**src/rtl/riscv_params_pkg.sv**
```systemverilog
// rtl/riscv_params_pkg.sv - shared SimpleRISC widths, control bundles and EX-stage enums
package riscv_params_pkg;

    localparam int INSTR_WIDTH = 32;
    localparam int ADDR_WIDTH  = 4;
    localparam int DIV_CYCLES  = 32;

    typedef struct packed {
        logic reg_write;
        logic mem_read;
        logic mem_write;
        logic mem_to_reg;
        logic branch;
        logic alu_src;
        logic is_call;
        logic is_ret;
    } control_signal;

    typedef struct packed {
        logic [ADDR_WIDTH-1:0] rs1;
        logic [ADDR_WIDTH-1:0] rs2;
        logic [ADDR_WIDTH-1:0] rd;
    } address_reg;

    typedef enum logic [4:0] {
        ADD, SUB, MUL, DIV, MOD, CMP, AND, OR, NOT, MOV, LSL, LSR, ASR,
        NOP, LD, ST, BEQ, BGT, B, CALL, RET
    } alu_op_t;

    typedef enum logic [1:0] {
        IDLE,
        RUN,
        DONE
    } ex_state_t;

    // Two's-complement magnitude; 32'h8000_0000 maps to itself, which reads correctly as unsigned 2^31
    function automatic logic [INSTR_WIDTH-1:0] magnitude(input logic [INSTR_WIDTH-1:0] v);
        return v[INSTR_WIDTH-1] ? (~v + 1'b1) : v;
    endfunction

endpackage

```
**src/rtl/execute_unit_divider.sv**
```systemverilog
// rtl/execute_unit_divider.sv - iterative restoring signed divider for DIV/MOD
module iter_divider
    import riscv_params_pkg::*;
(
    input  logic                   clk,
    input  logic                   rst,
    input  logic                   start,
    input  logic                   abort,
    input  logic [INSTR_WIDTH-1:0] op_a,
    input  logic [INSTR_WIDTH-1:0] op_b,
    input  logic                   is_mod,
    output logic                   busy,
    output logic                   done,
    output logic [INSTR_WIDTH-1:0] result
);
    localparam int W  = INSTR_WIDTH;
    localparam int CW = $clog2(DIV_CYCLES);

    ex_state_t      state_q, state_d;
    logic [W-1:0]   rem_q, rem_d;
    logic [W-1:0]   quo_q, quo_d;
    logic [W-1:0]   dvs_q, dvs_d;
    logic [CW-1:0]  cnt_q, cnt_d;
    logic           q_neg_q, q_neg_d;
    logic           r_neg_q, r_neg_d;
    logic           mod_q, mod_d;
    logic [W:0]     shifted;
    logic [W:0]     diff;

    // State and datapath registers
    always_ff @(posedge clk) begin
        if (rst) begin
            state_q <= IDLE;
            rem_q   <= '0;
            quo_q   <= '0;
            dvs_q   <= '0;
            cnt_q   <= '0;
            q_neg_q <= 1'b0;
            r_neg_q <= 1'b0;
            mod_q   <= 1'b0;
        end else begin
            state_q <= state_d;
            rem_q   <= rem_d;
            quo_q   <= quo_d;
            dvs_q   <= dvs_d;
            cnt_q   <= cnt_d;
            q_neg_q <= q_neg_d;
            r_neg_q <= r_neg_d;
            mod_q   <= mod_d;
        end
    end

    // Next-state: abort wins over the natural RUN/DONE progression
    always_comb begin
        state_d = state_q;
        case (state_q)
            IDLE:    if (start) state_d = RUN;
            RUN:     if (abort) state_d = IDLE;
                     else if (cnt_q == '0) state_d = DONE;
            DONE:    state_d = IDLE;
            default: state_d = IDLE;
        endcase
    end

    // Datapath: latch magnitudes on start, one restoring step per RUN cycle
    always_comb begin
        rem_d   = rem_q;
        quo_d   = quo_q;
        dvs_d   = dvs_q;
        cnt_d   = cnt_q;
        q_neg_d = q_neg_q;
        r_neg_d = r_neg_q;
        mod_d   = mod_q;
        shifted = {rem_q, quo_q[W-1]};
        diff    = shifted - {1'b0, dvs_q};
        if (state_q == IDLE && start) begin
            rem_d   = '0;
            quo_d   = magnitude(op_a);
            dvs_d   = magnitude(op_b);
            cnt_d   = CW'(DIV_CYCLES - 1);
            q_neg_d = op_a[W-1] ^ op_b[W-1];
            r_neg_d = op_a[W-1];
            mod_d   = is_mod;
        end else if (state_q == RUN) begin
            if (!diff[W]) begin
                rem_d = diff[W-1:0];
                quo_d = {quo_q[W-2:0], 1'b1};
            end else begin
                rem_d = shifted[W-1:0];
                quo_d = {quo_q[W-2:0], 1'b0};
            end
            cnt_d = cnt_q - 1'b1;
        end
    end

    // Outputs: busy covers RUN and DONE, result is sign-corrected in DONE
    always_comb begin
        busy   = (state_q != IDLE);
        done   = (state_q == DONE);
        if (mod_q) result = r_neg_q ? (~rem_q + 1'b1) : rem_q;
        else       result = q_neg_q ? (~quo_q + 1'b1) : quo_q;
    end

endmodule

```
**src/rtl/execute_unit.sv**
```systemverilog
// rtl/execute_unit.sv - SimpleRISC EX stage: ALU, flags, branch resolve, EX/MEM registers
module execute_unit
    import riscv_params_pkg::*;
(
    input  logic                   clk,
    input  logic                   rst,
    input  logic                   in_valid,
    input  logic                   flush,
    input  alu_op_t                alu_op,
    input  logic [INSTR_WIDTH-1:0] op_a,
    input  logic [INSTR_WIDTH-1:0] op_b,
    input  logic [INSTR_WIDTH-1:0] op2_in,
    input  logic [ADDR_WIDTH-1:0]  rd_in,
    input  logic [INSTR_WIDTH-1:0] pc_in,
    input  logic [INSTR_WIDTH-1:0] br_target,
    input  control_signal          ctrl_sig_in,
    input  address_reg             addr_reg_in,
    output logic                   ex_busy,
    output control_signal          ctrl_sig_reg,
    output logic [INSTR_WIDTH-1:0] aluResult,
    output logic [INSTR_WIDTH-1:0] op2,
    output logic [ADDR_WIDTH-1:0]  rd_out,
    output logic [INSTR_WIDTH-1:0] pc_out,
    output address_reg             address_reg_out,
    output logic                   br_taken,
    output logic [INSTR_WIDTH-1:0] br_pc
);
    localparam int W = INSTR_WIDTH;

    logic accept, is_divmod, div_start, div_busy, div_done, take;
    logic [W-1:0] alu_res, target, div_result;

    control_signal         ctrl_q, ctrl_d, dctrl_q, dctrl_d;
    address_reg            areg_q, areg_d, dareg_q, dareg_d;
    logic [ADDR_WIDTH-1:0] rd_q, rd_d, drd_q, drd_d;
    logic [W-1:0]          alu_q, alu_d, op2_q, op2_d, pc_q, pc_d, dpc_q, dpc_d, brpc_q, brpc_d;
    logic                  brt_q, brt_d, e_q, e_d, gt_q, gt_d;

    assign ex_busy   = div_busy;
    assign accept    = in_valid & ~ex_busy & ~flush;
    assign is_divmod = (alu_op == DIV) || (alu_op == MOD);
    // Divide by zero never enters the iterative path; its result comes from the ALU below
    assign div_start = accept & is_divmod & (op_b != '0);

    iter_divider u_div (
        .clk    (clk),
        .rst    (rst),
        .start  (div_start),
        .abort  (flush),
        .op_a   (op_a),
        .op_b   (op_b),
        .is_mod (alu_op == MOD),
        .busy   (div_busy),
        .done   (div_done),
        .result (div_result)
    );

    // Single-cycle ALU result and branch resolution against the current flags
    always_comb begin
        alu_res = '0;
        take    = 1'b0;
        target  = br_target;
        case (alu_op)
            ADD:     alu_res = op_a + op_b;
            SUB:     alu_res = op_a - op_b;
            MUL:     alu_res = op_a * op_b;
            DIV:     alu_res = '1;
            MOD:     alu_res = op_a;
            AND:     alu_res = op_a & op_b;
            OR:      alu_res = op_a | op_b;
            NOT:     alu_res = ~op_b;
            MOV:     alu_res = op_b;
            LSL:     alu_res = op_a << op_b[4:0];
            LSR:     alu_res = op_a >> op_b[4:0];
            ASR:     alu_res = $unsigned($signed(op_a) >>> op_b[4:0]);
            LD, ST:  alu_res = op_a + op_b;
            BEQ:     take = e_q;
            BGT:     take = gt_q;
            B:       take = 1'b1;
            CALL: begin
                take    = 1'b1;
                alu_res = pc_in + 32'd4;
            end
            RET: begin
                take   = 1'b1;
                target = op_a;
            end
            default: alu_res = '0;
        endcase
    end

    // Next EX/MEM contents: divider completion, accepted op, or bubble
    always_comb begin
        ctrl_d  = '0;
        brt_d   = 1'b0;
        alu_d   = alu_q;
        op2_d   = op2_q;
        rd_d    = rd_q;
        pc_d    = pc_q;
        areg_d  = areg_q;
        brpc_d  = brpc_q;
        e_d     = e_q;
        gt_d    = gt_q;
        dctrl_d = dctrl_q;
        drd_d   = drd_q;
        dpc_d   = dpc_q;
        dareg_d = dareg_q;
        if (div_done && !flush) begin
            ctrl_d = dctrl_q;
            rd_d   = drd_q;
            pc_d   = dpc_q;
            areg_d = dareg_q;
            alu_d  = div_result;
        end else if (div_start) begin
            dctrl_d = ctrl_sig_in;
            drd_d   = rd_in;
            dpc_d   = pc_in;
            dareg_d = addr_reg_in;
        end else if (accept) begin
            ctrl_d = ctrl_sig_in;
            rd_d   = rd_in;
            pc_d   = pc_in;
            areg_d = addr_reg_in;
            alu_d  = alu_res;
            op2_d  = op2_in;
            brt_d  = take;
            if (take) brpc_d = target;
            if (alu_op == CMP) begin
                e_d  = (op_a == op_b);
                gt_d = ($signed(op_a) > $signed(op_b));
            end
        end
    end

    // EX/MEM boundary, flags and the side copy of the in-flight division
    always_ff @(posedge clk) begin
        if (rst) begin
            ctrl_q <= '0; alu_q <= '0; op2_q <= '0; rd_q <= '0; pc_q <= '0;
            areg_q <= '0; brt_q <= 1'b0; brpc_q <= '0; e_q <= 1'b0; gt_q <= 1'b0;
            dctrl_q <= '0; drd_q <= '0; dpc_q <= '0; dareg_q <= '0;
        end else begin
            ctrl_q <= ctrl_d; alu_q <= alu_d; op2_q <= op2_d; rd_q <= rd_d; pc_q <= pc_d;
            areg_q <= areg_d; brt_q <= brt_d; brpc_q <= brpc_d; e_q <= e_d; gt_q <= gt_d;
            dctrl_q <= dctrl_d; drd_q <= drd_d; dpc_q <= dpc_d; dareg_q <= dareg_d;
        end
    end

    assign ctrl_sig_reg    = ctrl_q;
    assign aluResult       = alu_q;
    assign op2             = op2_q;
    assign rd_out          = rd_q;
    assign pc_out          = pc_q;
    assign address_reg_out = areg_q;
    assign br_taken        = brt_q;
    assign br_pc           = brpc_q;

endmodule

```
**config.mk**
```make
export PLATFORM = sky130hd
export DESIGN_NAME = execute_unit
export DESIGN_NICKNAME = d
export VERILOG_FILES = /design/src/rtl/riscv_params_pkg.sv /design/src/rtl/execute_unit_divider.sv /design/src/rtl/execute_unit.sv
export SDC_FILE = /design/constraint.sdc
export NUM_CORES = 2
export LEC_CHECK = 0
export BUFFER_PORTS_ARGS = -buffer_cell sky130_fd_sc_hd__buf_2
export CAP_MARGIN = 20
export CORE_ASPECT_RATIO = 1.25
export CORE_UTILIZATION = 45
export CTS_BUF_LIST = sky130_fd_sc_hd__clkbuf_4 sky130_fd_sc_hd__clkbuf_8 sky130_fd_sc_hd__clkbuf_16
export CTS_CLUSTER_DIAMETER = 100
export DETAILED_ROUTE_END_ITERATION = 16
export GPL_TIMING_DRIVEN = 0
export MAX_ROUTING_LAYER = met4
export PLACE_DENSITY = 0.6
export SETUP_SLACK_MARGIN = 0.5
export SYNTH_ARGS = -nofsm -noshare
export SYNTH_HDL_FRONTEND = slang
export SYNTH_SLANG_ARGS = --single-unit
```
**constraint.sdc**
```tcl
create_clock -name clk -period 8.4 [get_ports clk]
set_input_delay 0 -clock clk [delete_from_list [all_inputs] [get_ports clk]]
set_output_delay 0 -clock clk [all_outputs]
set_load 0.02 [all_outputs]
```
* Yosys cells after proc, flatten, opt, wreduce, memory -nomap -nowiden
Cells that the tools add are included.
Storage, ports and cells: register bits 317, logic and storage cells 149, input bits 193, memories 0, RAM bits 0, output and inout port bits 154, bits in latches 0, memory bits (read-only) 0
Cells by class: bitwise operators 16, reduce and logical (&&, ||, !) cells 21, div/mod/pow operators 0, shift-type cells 3, $lt $le $gt $ge 1, multipliers 1, equality and inequality tests 25, mux-type cells 33, add/subtract/negate cells 9
Operator list (number):
- $mux 32 | 15
- $pmux 32 s13 | 1
- $add 32x1->32 const B | 4
- $not 32->32 | 4
- $mux 12 | 3
- $eq 5x4->1 const B | 7
- $sub 33x32->33 | 1
- $add 32x3->32 const B | 1
- $add 32x32->32 | 1
- $and 32x32->32 | 1
- $eq 32x32->1 | 1
- $gt 32x32->1 | 1
- $mul 32x32->32 | 1
- $or 32x32->32 | 1
- $reduce_bool 32->1 | 1
- $shl 32x5->32 | 1
- $shr 32x5->32 | 1
- $sshr 32x5->32 | 1
- $sub 32x32->32 | 1
- $eq 5x5->1 const B | 5
- $mux 8 | 3
- $eq 5x3->1 const B | 4
- $mux 4 | 3
- $eq 5x2->1 const B | 2
- other kinds (27) | 45

* Depth between registers and ports, before layout
word-level depth 8, depth in mapped cells 31, mapped depth without buffers 27

* Hierarchy
From an unflattened synthesis, not the netlist that was laid out.
Unflattened totals: cells, all modules 5292, area total of the unflattened synthesis 41638.7 µm²
Modules (own cells, without submodules):
- execute_unit | cells each 4136, area each 32932.8 µm², seq. area each 4224.1 µm², instances 1
- iter_divider | cells each 1156, area each 8705.8 µm², seq. area each 2122.0 µm², instances 1

* Least setup slack after synthesis
Ideal clock, no wire load.
path kind input to register, start point input op_b[2], end point register alu_q[30] (netlist: aluResult[30]), data required time 8.268 ns, path buffers 3, arrival 7.199 ns, library setup time 0.132 ns, stages 26, setup slack 1.069 ns, cell sequence clkinv_1 > buf_1 > clkbuf_1 > buf_1 > nor2_1 > fa_1 > fa_1 > fa_1 > inv_1 > fa_1 > inv_1 > fa_1 > fa_1 > fa_1 > fa_1 > ha_1 > a21oi_1 > o21ai_0 > a21o_1 > a221o_1 > a21o_1 > a21oi_1 > o21ai_0 > o21a_1 > o31ai_1 > a21oi_1
Between the ends: cells in the longest elaborated chain, start to end 5, elaborated cells between the ends (all ways) 14, classes of those cells add/sub (2); mul (1); eq/ne (1); shift (3); mux (4); bitwise (1); reduce/logical (2)
RTL lines:
- from (decl) | RTL line execute_unit.sv:11 | input logic [INSTR_WIDTH-1:0] op_b,
- $mul 32x32->32 (tied with other cells) | RTL line execute_unit.sv:66 | MUL: alu_res = op_a * op_b;
- $pmux 32 s13 | RTL line execute_unit.sv:63 | case (alu_op)
- $mux 32 | RTL line execute_unit.sv:119 | end else if (accept) begin
- $mux 32 | RTL line execute_unit.sv:114 | end else if (div_start) begin
- $mux 32 | RTL line execute_unit.sv:108 | if (div_done && !flush) begin
- to (signal assigned) | RTL line execute_unit.sv:142 | ctrl_q <= ctrl_d; alu_q <= alu_d; op2_q <= op2_d; rd_q <= rd_d; pc_q <= pc_d;
- to (decl) | RTL line execute_unit.sv:36 | logic [W-1:0] alu_q, alu_d, op2_q, op2_d, pc_q, pc_d, dpc_q, dpc_d, brpc_q, brpc_d;
Several ways; a longest one is shown, not always the timed one. The select of a mux whose other input is x is not followed. A chain may end at the register's enable or synchronous reset.

* Final worst setup path
start point input op_b[1], end point register alu_q[12] (netlist: aluResult[12])
Same word-level chain as after synthesis.

==> reports/metrics.cfg <==
[detailed_routing]
viasPerCell = 6.722
drc = 0
drtIter0Drc = 6948
wl_mm = 260.7
avgRoutedWirePerCell_um = 36.34
drt-pass1-iter-count = 9
final_antenna_net_count = 0
vias = 48230

[global_route]
grt_pass1_wl_mm = 360.2
antenna_found_initial = 30
grt_pass1_vias = 47070
grt_max_degree = 15
grt.overflow.total = 0
grt_use_total_pct = 56.96

[placement]
dp_slack_ps = -2337
port_buffers = 339
gp_congestion = 1.211
placedCellCount = 6929
placed_area_sq_mm = 0.04494
hpwl_mm = 206.4

[setup_path]
end_kind = flop
crit_end = aluResult[12]$_SDFFE_PP0P_
crit_type = in2reg
critPathLaunch = op_b[1]
worstRegToRegCells = 13
crit_required_ps = 8900
r2r-end = u_div.quo_q[0]$_SDFFE_PP0P_
worst_ep_arrival_time_ps = 8560
cp-start-kind = input pin
timing.rr.start = u_div.quo_q[31]$_SDFFE_PP0P_
crit_path_max_fanout = 10
r2r_setup_slack_ps = 3730

[cts]
cts_sinks = 317
htreeDepth = 2
cts_inserted_buffers = 35
clk_pin_slew_ps = 60
root_buffer = clkbuf_16
cts_tree = built
clk_path_buf_depth = 3
clock_latency_ps = 610

[pwr]
power_density_mw_per_mm2 = 510.6
clock_power_share_pct = 6.4
leakage_nw = 20.82
irDropWorstVdd_mv = 1.314
switching_share_pct = 59.51
power.internal_w = 0.009960
pwr-share-comb_pct = 87.1
power.switching_w = 0.01464
seqPwrFrac_pct = 6.4

[floorplanning]
die_w_um = 273.4
start_util_pct = 45.34
io_pins = 347
dieArea_sq_mm = 0.09331
die_h_um = 341.3
rows = 124
core_sq_mm = 0.09138

[layout]
fillers = 8756
final_net_count = 6779
multiInputGateArea_sq_mm = 0.03173
instances_no_fill = 7174
mostFrequentLayoutCells = nor2_1 (735), nand2_1 (651), inv_1 (505)
design_area_sq_mm = 0.04818
syn_to_final_growth_pct = 16.28
drive_gt1_share_pct = 12.14
register_area_sq_mm = 0.006346
final_common_cell = nor2_1

[timing]
slew_headroom_pct = -4.725
timing.final.hold_violations = 0
setup_slack_ps = 339.0
maxSlewViolCount = 2
fin_crit_sh_pct = 95.96
fin_crit_ps = 8061
rsz0062_at_grt = true
max_clock_freq_mhz = 124.1
tightest_slew_ps = 1571
finalSetupViolations = 0
fin_setup_tns_ps = 0
hold_ws_ps = 23.90
fin_worst_skew_ps = 28.18

[logic_synthesis]
synth_edf_count = 0
syn_area_sq_mm = 0.04144
synth_nets = 6233
netlist_instances = 5370
syn_area_per_cell_sq_um = 7.716
async_flop_share_pct = 0
yosysSeqAreaShare_pct = 15.32
synth_seq_cells = 317
ys_warn_count = 0
synth_ff_type = dfxtp_1
synth_cell_types = 87

[flow_run]
maxCapViolations = 0

[run_status]
status = finished with violations
violations = slew limit

[min_path]
hold_path_class = in2reg

worst min-delay path by stage:
stage	cells past startpoint	from	endpoint	slack, ps
finish	4	alu_op[3]	e_q$_SDFFE_PP0P_	20
global route	4	alu_op[3]	e_q$_SDFFE_PP0P_	10
CTS	4	alu_op[3]	e_q$_SDFFE_PP0P_	10
detailed placement	2	flush	u_div.state_q[1]$_SDFFE_PP0P_	210
global placement	2	flush	u_div.state_q[1]$_SDFFE_PP0P_	210
floorplan	1	flush	u_div.state_q[1]$_SDFFE_PP0P_	80
power by group through the flow:
stage	Sequential, W	Clock, W	Combinational, W
finish	0.00158	0.00159	0.0214
global route	0.00158	0.00163	0.0221
CTS	0.00158	0.00156	0.0200
detailed placement	0.00161	0	0.0188
global placement	0.00161	0	0.0186
floorplan	0.00164	0	0.0124
metrics by stage:
| step | total power [W] | utilization, % |
|---|---|---|
| 2_1_floorplan | 0.01407 | - |
| 3_3_place_gp | 0.02024 | 48.84 |
| 5_1_grt | 0.02527 | 52.71 |
| 3_5_place_dp | 0.02045 | 49.17 |
| 6_report | 0.02460 | 52.73 |
| 4_1_cts | 0.02311 | 52.18 |
cells in the mapped netlist (all sizes together) (14+ instances only):
library cell | n | area [sq um]
or2 | 20 | 125.1
xor2 | 84 | 743.2
inv | 517 | 1941
a21o | 36 | 270.3
mux2 | 14 | 157.7
buf | 64 | 256.5
nand3 | 75 | 375.4
o22ai | 29 | 181.4
clkbuf | 333 | 1250
a2111oi | 19 | 172.7
nand4 | 21 | 131.4
nand2 | 651 | 2444
or3 | 35 | 219.0
a211oi | 94 | 710.7
mux4 | 46 | 1036
xnor2 | 179 | 1568
mux2i | 78 | 780.8
or4 | 23 | 176.4
and3 | 17 | 106.4
a21oi | 413 | 2078
nor2b | 16 | 100.1
o21a | 22 | 165.2
a31oi | 42 | 262.8
nor4 | 19 | 118.9
o21ai | 241 | 1206
o41ai | 19 | 166.4
o211ai | 29 | 217.7
nor2 | 737 | 2769
o31ai | 53 | 411.6
nor3 | 62 | 310.3
a22oi | 86 | 645.6
nand2b | 40 | 250.2
a221oi | 54 | 473.0
a221o | 15 | 150.1
ha | 259 | 3241
dfxtp | 317 | 6346
fa | 411 | 8228
a311oi | 16 | 140.1
clkinv | 18 | 67.56
o2111ai | 19 | 166.4
critical path, cell delays in order:
cell and delay, ps:
buf_2 210, clkbuf_2 330, inv_1 150, clkbuf_2 350, clkbuf_1 560, buf_8 280
nor2_1 90, fa_1 590, fa_1 470, fa_1 560, ha_1 220, ha_1 280
inv_1 50, fa_1 470, inv_1 50, fa_1 430, ha_1 220, or3_1 410
a311oi_2 410, o21bai_1 140, a21oi_1 200, xnor2_1 380, nand2_1 400, o211ai_1 480
o21ai_0 460, a31oi_1 320
cells by family (layout without fill, tap and decap cells):
| group | Yosys count | after routing | share of synthesized area, % |
|---|---|---|---|
| buf+inv | 932 | 1502 | 8.482 |
| xor+xnor | 263 | 263 | 5.577 |
| other cells | 0 | 37 | 0 |
| simple gates | 1762 | 1762 | 18.08 |
| mux | 138 | 138 | 4.765 |
| flops | 317 | 317 | 15.32 |
| compound gates | 1288 | 1288 | 20.10 |
| fa+ha+maj | 670 | 670 | 27.68 |
layer usage:
layer	up-vias	track usage [%]	share of wire, %
met5	-	-	0
met4	0	53.21	13
met3	1564	21.00	13
met2	4051	81.80	42
met1	23270	60.24	33
li1	19340	-	-
final cells by class:
type	instances	share of cell area [%]
diodes	37	0.1922
plain buffers	397	3.804
clock buffers	49	2.101
clock inverters	12	0.2571
inverters	535	4.331
multi-input cells	4121	65.85
flip-flops and latches	317	13.17
well taps	1197	3.108
repair buffers	509	7.185
what timing repair did:
action,4_1_cts,5_1_grt
buffers inserted,5,11
cloned,0,0
hold buffers,121,0
setup endpoints to repair,24,14
gates resized for setup,175,130
pin swaps,1,4
hold endpoints to repair,177,0
(Power assumes the default switching activity.)
